### src/rtl/calc_reg_bank.sv
// HPS-to-fabric register bank for the hardware calculator: operand/opcode registers,
// one-shot start/done sequencing with timeout, result capture, sticky status and irq.
module calc_reg_bank #(
    parameter int DATA_W  = 16,
    parameter int ADDR_W  = 4,
    parameter int FLAG_W  = 4,
    parameter int TIMEOUT = 1024
) (
    input  logic              clk,
    input  logic              rst,
    input  logic              wr_en,
    input  logic [ADDR_W-1:0] wr_addr,
    input  logic [DATA_W-1:0] wr_data,
    input  logic              rd_en,
    input  logic [ADDR_W-1:0] rd_addr,
    output logic [DATA_W-1:0] rd_data,
    output logic              rd_valid,
    output logic [DATA_W-1:0] op_a,
    output logic [DATA_W-1:0] op_b,
    output logic [DATA_W-1:0] op_code,
    output logic              calc_start,
    input  logic              calc_done,
    input  logic [DATA_W-1:0] calc_result,
    input  logic [FLAG_W-1:0] calc_flags,
    output logic              irq
);

    localparam int CNT_W = $clog2(TIMEOUT + 1);
    // The abort fires on the edge where the counter steps to TIMEOUT-1.
    localparam logic [CNT_W-1:0]  CNT_LIMIT   = CNT_W'(TIMEOUT - 2);
    localparam logic [ADDR_W-1:0] ADDR_A      = ADDR_W'(0);
    localparam logic [ADDR_W-1:0] ADDR_B      = ADDR_W'(1);
    localparam logic [ADDR_W-1:0] ADDR_OPCODE = ADDR_W'(2);
    localparam logic [ADDR_W-1:0] ADDR_RESULT = ADDR_W'(3);
    localparam logic [ADDR_W-1:0] ADDR_STATUS = ADDR_W'(4);
    localparam logic [ADDR_W-1:0] ADDR_CTRL   = ADDR_W'(5);

    typedef enum logic [1:0] {
        ST_IDLE  = 2'd0,
        ST_START = 2'd1,
        ST_WAIT  = 2'd2
    } state_t;

    state_t             state_r;
    logic [CNT_W-1:0]   cnt_r;
    logic [DATA_W-1:0]  a_r, b_r, opcode_r, result_r, rd_data_r;
    logic [FLAG_W-1:0]  flags_r;
    logic               done_r, timeout_r, err_r;
    logic               calc_start_r, rd_valid_r, irq_r;

    logic               busy_s, ctrl_wr_s, stat_wr_s, reg_wr_s;
    logic               start_req_s, clr_req_s;
    logic               done_set_s, to_set_s, err_set_s;
    logic               done_nxt_s, to_nxt_s, err_nxt_s;
    logic [DATA_W-1:0]  status_s, rd_mux_s;

    // Decode of HPS writes and calculator events
    always_comb begin
        busy_s      = (state_r != ST_IDLE);
        ctrl_wr_s   = wr_en && (wr_addr == ADDR_CTRL);
        stat_wr_s   = wr_en && (wr_addr == ADDR_STATUS);
        reg_wr_s    = wr_en && ((wr_addr == ADDR_A) || (wr_addr == ADDR_B) ||
                                (wr_addr == ADDR_OPCODE));
        start_req_s = ctrl_wr_s && wr_data[0];
        clr_req_s   = ctrl_wr_s && wr_data[1];
        done_set_s  = (state_r == ST_WAIT) && calc_done;
        to_set_s    = (state_r == ST_WAIT) && !calc_done && (cnt_r == CNT_LIMIT);
        err_set_s   = busy_s && (reg_wr_s || start_req_s);
    end

    // Sticky flag next-state: hardware set beats any clear in the same cycle
    always_comb begin
        if (done_set_s) begin
            done_nxt_s = 1'b1;
        end else if (clr_req_s || (stat_wr_s && wr_data[1])) begin
            done_nxt_s = 1'b0;
        end else begin
            done_nxt_s = done_r;
        end
        if (to_set_s) begin
            to_nxt_s = 1'b1;
        end else if (clr_req_s || (stat_wr_s && wr_data[2])) begin
            to_nxt_s = 1'b0;
        end else begin
            to_nxt_s = timeout_r;
        end
        if (err_set_s) begin
            err_nxt_s = 1'b1;
        end else if (clr_req_s || (stat_wr_s && wr_data[3])) begin
            err_nxt_s = 1'b0;
        end else begin
            err_nxt_s = err_r;
        end
    end

    // Status word assembly and read mux (reads see pre-write state)
    always_comb begin
        status_s              = '0;
        status_s[0]           = busy_s;
        status_s[1]           = done_r;
        status_s[2]           = timeout_r;
        status_s[3]           = err_r;
        status_s[4 +: FLAG_W] = flags_r;
        case (rd_addr)
            ADDR_A:      rd_mux_s = a_r;
            ADDR_B:      rd_mux_s = b_r;
            ADDR_OPCODE: rd_mux_s = opcode_r;
            ADDR_RESULT: rd_mux_s = result_r;
            ADDR_STATUS: rd_mux_s = status_s;
            default:     rd_mux_s = '0;
        endcase
    end

    // Operand and opcode registers, writable only while idle
    always_ff @(posedge clk or negedge rst) begin
        if (!rst) begin
            a_r      <= '0;
            b_r      <= '0;
            opcode_r <= '0;
        end else if (wr_en && !busy_s) begin
            if (wr_addr == ADDR_A) begin
                a_r <= wr_data;
            end else if (wr_addr == ADDR_B) begin
                b_r <= wr_data;
            end else if (wr_addr == ADDR_OPCODE) begin
                opcode_r <= wr_data;
            end else begin
                a_r <= a_r;
            end
        end else begin
            a_r <= a_r;
        end
    end

    // Calculation sequencer: start pulse, timeout counter, result capture
    always_ff @(posedge clk or negedge rst) begin
        if (!rst) begin
            state_r      <= ST_IDLE;
            cnt_r        <= '0;
            calc_start_r <= 1'b0;
            result_r     <= '0;
            flags_r      <= '0;
        end else begin
            case (state_r)
                ST_IDLE: begin
                    calc_start_r <= 1'b0;
                    if (start_req_s) begin
                        state_r      <= ST_START;
                        calc_start_r <= 1'b1;
                    end else begin
                        state_r <= ST_IDLE;
                    end
                end
                ST_START: begin
                    calc_start_r <= 1'b0;
                    cnt_r        <= '0;
                    state_r      <= ST_WAIT;
                end
                ST_WAIT: begin
                    cnt_r <= cnt_r + CNT_W'(1);
                    if (done_set_s) begin
                        result_r <= calc_result;
                        flags_r  <= calc_flags;
                        state_r  <= ST_IDLE;
                    end else if (to_set_s) begin
                        state_r <= ST_IDLE;
                    end else begin
                        state_r <= ST_WAIT;
                    end
                end
                default: begin
                    state_r      <= ST_IDLE;
                    calc_start_r <= 1'b0;
                end
            endcase
        end
    end

    // Sticky status bits and the interrupt derived from their next values
    always_ff @(posedge clk or negedge rst) begin
        if (!rst) begin
            done_r    <= 1'b0;
            timeout_r <= 1'b0;
            err_r     <= 1'b0;
            irq_r     <= 1'b0;
        end else begin
            done_r    <= done_nxt_s;
            timeout_r <= to_nxt_s;
            err_r     <= err_nxt_s;
            irq_r     <= done_nxt_s | to_nxt_s | err_nxt_s;
        end
    end

    // Registered read port; data holds between reads
    always_ff @(posedge clk or negedge rst) begin
        if (!rst) begin
            rd_data_r  <= '0;
            rd_valid_r <= 1'b0;
        end else begin
            rd_valid_r <= rd_en;
            if (rd_en) begin
                rd_data_r <= rd_mux_s;
            end else begin
                rd_data_r <= rd_data_r;
            end
        end
    end

    assign op_a       = a_r;
    assign op_b       = b_r;
    assign op_code    = opcode_r;
    assign calc_start = calc_start_r;
    assign rd_data    = rd_data_r;
    assign rd_valid   = rd_valid_r;
    assign irq        = irq_r;

endmodule

### config.mk
export PLATFORM = sky130hd
export DESIGN_NAME = calc_reg_bank
export DESIGN_NICKNAME = d
export VERILOG_FILES = /design/src/rtl/calc_reg_bank.sv
export SDC_FILE = /design/constraint.sdc
export NUM_CORES = 1
export LEC_CHECK = 0
export ABC_AREA = 1
export ABC_CLOCK_PERIOD_IN_PS = 1800
export CORE_UTILIZATION = 51
export CTS_BUF_LIST = sky130_fd_sc_hd__clkbuf_8
export DETAILED_ROUTE_END_ITERATION = 6
export GPL_ROUTABILITY_DRIVEN = 0
export GPL_TIMING_DRIVEN = 0
export MAX_ROUTING_LAYER = met4
export PLACE_DENSITY_LB_ADDON = 0.3
export SLEW_MARGIN = 10
export SYNTH_ARGS = -nofsm -noshare
export SYNTH_HDL_FRONTEND = slang
export SYNTH_SLANG_ARGS = --single-unit
### constraint.sdc
create_clock -name clk -period 1.8 [get_ports clk]
set_clock_uncertainty 0.2 [all_clocks]
set_input_delay 0.36 -clock clk [delete_from_list [all_inputs] [get_ports clk]]
set_output_delay 0.36 -clock clk [all_outputs]
set_load 0.05 [all_outputs]
Word-level counts from Yosys, hierarchy flattened
Cells that the tools add are included.

Output and inout port bits: 67. Input port bits: 49. Register bits: 103.

Equal/unequal tests: 11. Add/sub/neg operators: 1. Bitwise logic cells: 4. Muxes and demuxes: 14. Reductions and logical operators: 30.

Operator list (count): 16-bit case mux with 5 select lines (1); 11-bit case mux with 2 select lines (1); 1-bit logical AND (13); 4-bit by 2-bit equality test with 1-bit output, second input constant (3); 4-bit by 3-bit equality test with 1-bit output, second input constant (3); 11-bit by 1-bit adder with 11-bit output, second input constant (1); 11-bit by 10-bit equality test with 1-bit output, second input constant (1); 4-bit by 1-bit equality test with 1-bit output, second input constant (2); 4-bit logical NOT (2); 1-bit 2-to-1 mux (8); 1-bit logical OR (6); 2-bit case mux with 3 select lines (1); 2-bit 2-to-1 mux (2); 2-bit AND reduction (2); 4-bit AND reduction (1); 2-bit nonzero test (2); 3-bit AND reduction (1); 2-bit by 1-bit equality test with 1-bit output, second input constant (1); 2-bit equality test, second input constant (1); 1-bit logical NOT (2); 2-bit logical NOT (1); 1-bit NOT (2); 1-bit bitwise OR (2); 1-bit case mux with 2 select lines (1).

Depth between registers and ports, before layout
Depth after elaboration: 8. Gate-level depth with buffers: 10. Gate-level depth less buffers: 10.

Worst setup path before layout
OpenSTA, ideal clock, no wires.

Path kind: reg-to-reg. Start: register state_r[0]. End: register result_r[0]. Setup slack: 0.180 ns. Arrival: 1.295 ns. Cell stages (with the launch flop): 6. Period minus slack after synthesis: 1.620 ns. Cell sequence: dfrtp_1 -> inv_1 -> ha_1 -> nand2_2 -> buf_2 -> mux2_2.

Word-level cells in the longest chain between the ends: 3.

RTL lines: start: declaration (line 44) `state_t state_r;`; start signal: assignment (line 138) `state_r <= ST_IDLE;`; start signal: assignment (line 148) `state_r <= ST_START;`; start signal: assignment (line 151) `state_r <= ST_IDLE;`; 2-bit equality test * (line 66, 144); 1-bit logical AND (line 66) `done_set_s = (state_r == ST_WAIT) && calc_done;`; 2-bit AND reduction (no source line) *; end signal: assignment (line 162) `result_r <= calc_result;`; end: declaration (line 46) `logic [DATA_W-1:0] a_r, b_r, opcode_r, result_r, rd_data_r;`.

Mark *: on every way between the ends. The rest lies on a longest branch, timed or not. A chain may end at the register's enable or synchronous reset.

Worst setup path in the final report
Start: register irq_r (netlist: irq). End: output port irq.

RTL lines: start: declaration (line 49) `logic calc_start_r, rd_valid_r, irq_r;`; start signal: assignment (line 190) `irq_r <= done_nxt_s | to_nxt_s | err_nxt_s;`; end: declaration (line 25) `output logic irq`.

No word-level cell between the ends.

==> flow_metrics.tcl <==
set metrics [dict create \
    dieArea_um2 9550 \
    drv_cap 0 \
    cts-root-buf "clkbuf_8" \
    synth_nets 609 \
    status "complete, but fails checks" \
    io_pins 116 \
    post-route-period-util 0.987 \
    slew_headroom 0.531 \
    critPathMaxStageDelay_ns 0.52 \
    postRouteAntennaNets 0 \
    worst_pin_slew_ns 0.704 \
    fp-row-count 34 \
    slew_violations 0 \
    synth_area_um2 4670 \
    worst-path-max-fanout 1 \
    die_h_um 97.7 \
    internal_power_mw 4.03 \
    die_w_um 97.7 \
    grt_usage 0.288 \
    use_met1 0.363 \
    synth_top_family_by_area "simple AND/OR/NAND/NOR gates" \
    path_delay_family "buffers and inverters" \
    dr.pass1.iters 7 \
    synth_area_leaders "dfrtp_1 (55%), nand2_1 (15%), o21ai_0 (7.1%)" \
    numCtsBuffers 9 \
    pwr-share-seq 0.459 \
    ys_top_cells_by_count "nand2_1 (189), dfrtp_1 (103), o21ai_0 (66)" \
    grt_max_degree 57 \
    ys_types 26 \
    routedWlPerCell_um 16.3 \
    holdWs_ns 0.287 \
    antenna_found_initial 0 \
    avgSynthCellArea_um2 8.40 \
    critPathRequiredTime_ns 1.24 \
    clk_path_buf_depth 2 \
    synthFlopType "dfrtp_1" \
    synth-edff-count 0 \
    ys_seq_elements 103 \
    grt_pass1_vias 4278 \
    hold_path_class "reg2reg" \
    synth_warnings 0 \
    arrival_ns 1.22 \
    synth_mux_area_frac 0.0386 \
    num_vias 4352 \
    synth-xor-area-share 0.00187 \
    pwr-share-clk 0.205 \
    syn_inst 556 \
    worst_setup_path_end_kind "primary output" \
    grt_pass1_wl_mm 20.6 \
    drt-total-wl_mm 13.1 \
    grt_overflow 0 \
    fin_crit_ns 1.78 \
    p_total_mw 6.66 \
    design.core.area_um2 8810 \
    dp_hpwl_mm 9.52 \
    finalSetupViolCount 0 \
    clock_latency_ns 0.37 \
    tns_ns 0 \
    start_util 0.531 \
    critPathKind "reg2out" \
    power_switching_mw 2.62 \
    synth_fa_ha_area_frac 0.0107 \
    vias_per_cell 5.42 \
    violations "DRC" \
    max_freq_ghz 0.563 \
    tritoncts "yes" \
    synth_compound_area_frac 0.0868 \
    worstSetupStartpointType "flop" \
    timing.critical_path.buf_inv 1 \
    p_leak_nw 3.17 \
    crit_slowest_cell "dlygate4sd2_1" \
    io_buffers 115 \
    cts.reportedPaths.clkPinSlew_ns 0.10 \
    busiest_layer "met2" \
    cts_max_level 3 \
    drc 22 \
    hold_viol 0 \
    synth_top_area_share 0.552 \
    gr-usage-met2 0.465 \
    layout.nets 743 \
    async_flop_share 1.00 \
    powerDensity_nw_per_um2 1040 \
    switching_share 0.394 \
    clock_sinks 103 \
    drive_above_1_share 0.219 \
    ir_drop_uv 608 \
    area_delta_synth_final_pct 37.5 \
    use_met3 0.0396 \
    synth.largest_area_cell "dfrtp_1" \
    ys_seq_area_frac 0.552 \
    antenna_cells 0 \
    drt_iter0_drc 343 \
    yosysMostFrequentCell "nand2_1" \
    pwr-share-comb 0.336 \
    rsz0062_at_grt "true" \
    synth-simple-area-share 0.239 \
    path_cells "dlygate4sd2_1" \
]
-- timing repair --
action                                  CTS  global route
endpoints found under the setup margin  122            84
gates cloned                              0             1
setup buffers                             1             4
resized for setup                       208            60
pin swaps                                 2            11
endpoints found under the hold margin    55             0
hold buffers                              1             0
-- power by group through the flow --
stage	clock network, mW	logic, mW	registers [mW]
3_5_place_dp	0	2.29	3.09
5_1_grt	1.44	2.37	3.10
2_1_floorplan	0	0.457	3.99
3_3_place_gp	0	2.24	3.08
6_report	1.36	2.24	3.06
4_1_cts	1.36	2.22	3.05
-- cells in the final DEF (no fill, tap or decap), types with 3 or more instances in the layout --
master	synthesis	routed
nor2_4	2	5
mux2_2	16	16
dfrtp_1	103	103
nand2_4	1	3
o21ai_1	5	9
nand2_2	2	3
ha_1	4	3
clkbuf_2	0	11
a21oi_1	7	7
nand2_1	189	186
buf_4	2	10
inv_2	1	5
buf_6	0	5
nor2_1	43	31
nand3_1	25	23
nand4_1	6	6
nor2_2	1	10
clkdlybuf4s15_2	0	56
o21ai_0	66	62
clkbuf_8	2	12
nor3_1	4	3
dlymetal6s2s_1	1	4
clkdlybuf4s50_1	0	43
inv_1	61	57
-- through the flow --
step	utilization	setup slack (ns)	area, um2	std cells
floorplan	-	0.180	4670	556
global placement	0.677	-3.53	5960	779
detailed placement	0.679	-0.448	5980	780
CTS	0.716	-0.0645	6300	798
global route	0.729	-0.0326	6420	803
finish	0.729	0.0242	6420	803
-- cell families after synthesis --
family	after synthesis
xor gates and xnor gates	1
buffers and inverters	78
and+or+nand+nor	274
adders and majority gates	4
DFF	103
AOI/OAI and AO/OA	80
muxes	16
-- state kept, by name, indices dropped and copies added, names as in the netlist, 2 cells and up --
name      flops
result_r     16
state_r       2
flags_r       4
op_code      16
rd_data      16
op_b         16
cnt_r        11
op_a         16
-- final timing paths --
path                            slack [ns]         from           to  cells past startpoint
worst max-delay path                  0.02          irq          irq                      1
worst min-delay path                  0.29  rd_data[12]  rd_data[12]                      2
worst max register to register        0.08   state_r[0]  result_r[1]                      5
worst min register to register        0.29  rd_data[12]  rd_data[12]                      2
max in group asynchronous             0.33          rst   state_r[1]                      3
min in group asynchronous             0.39          rst     op_a[12]                      2
-- layout make-up --
class / instances / area, um2
Tap cell: 108 / 135
Buffer: 16 / 139
Multi-Input combinational cell: 375 / 1860
Clock buffer: 11 / 151
Inverter: 62 / 236
Timing Repair Buffer: 123 / 1290
Sequential cell: 103 / 2580
Clock inverter: 5 / 33.8
Fill cell: 660 / 2380
-- layer usage --
metal  wire, um  vias to the layer above
met5          0                        -
met4        456                        0
met3       1010                       34
met2       6380                      207
met1       5260                     2086
li1           -                     2025
Power figures use the tool's default switching activity.
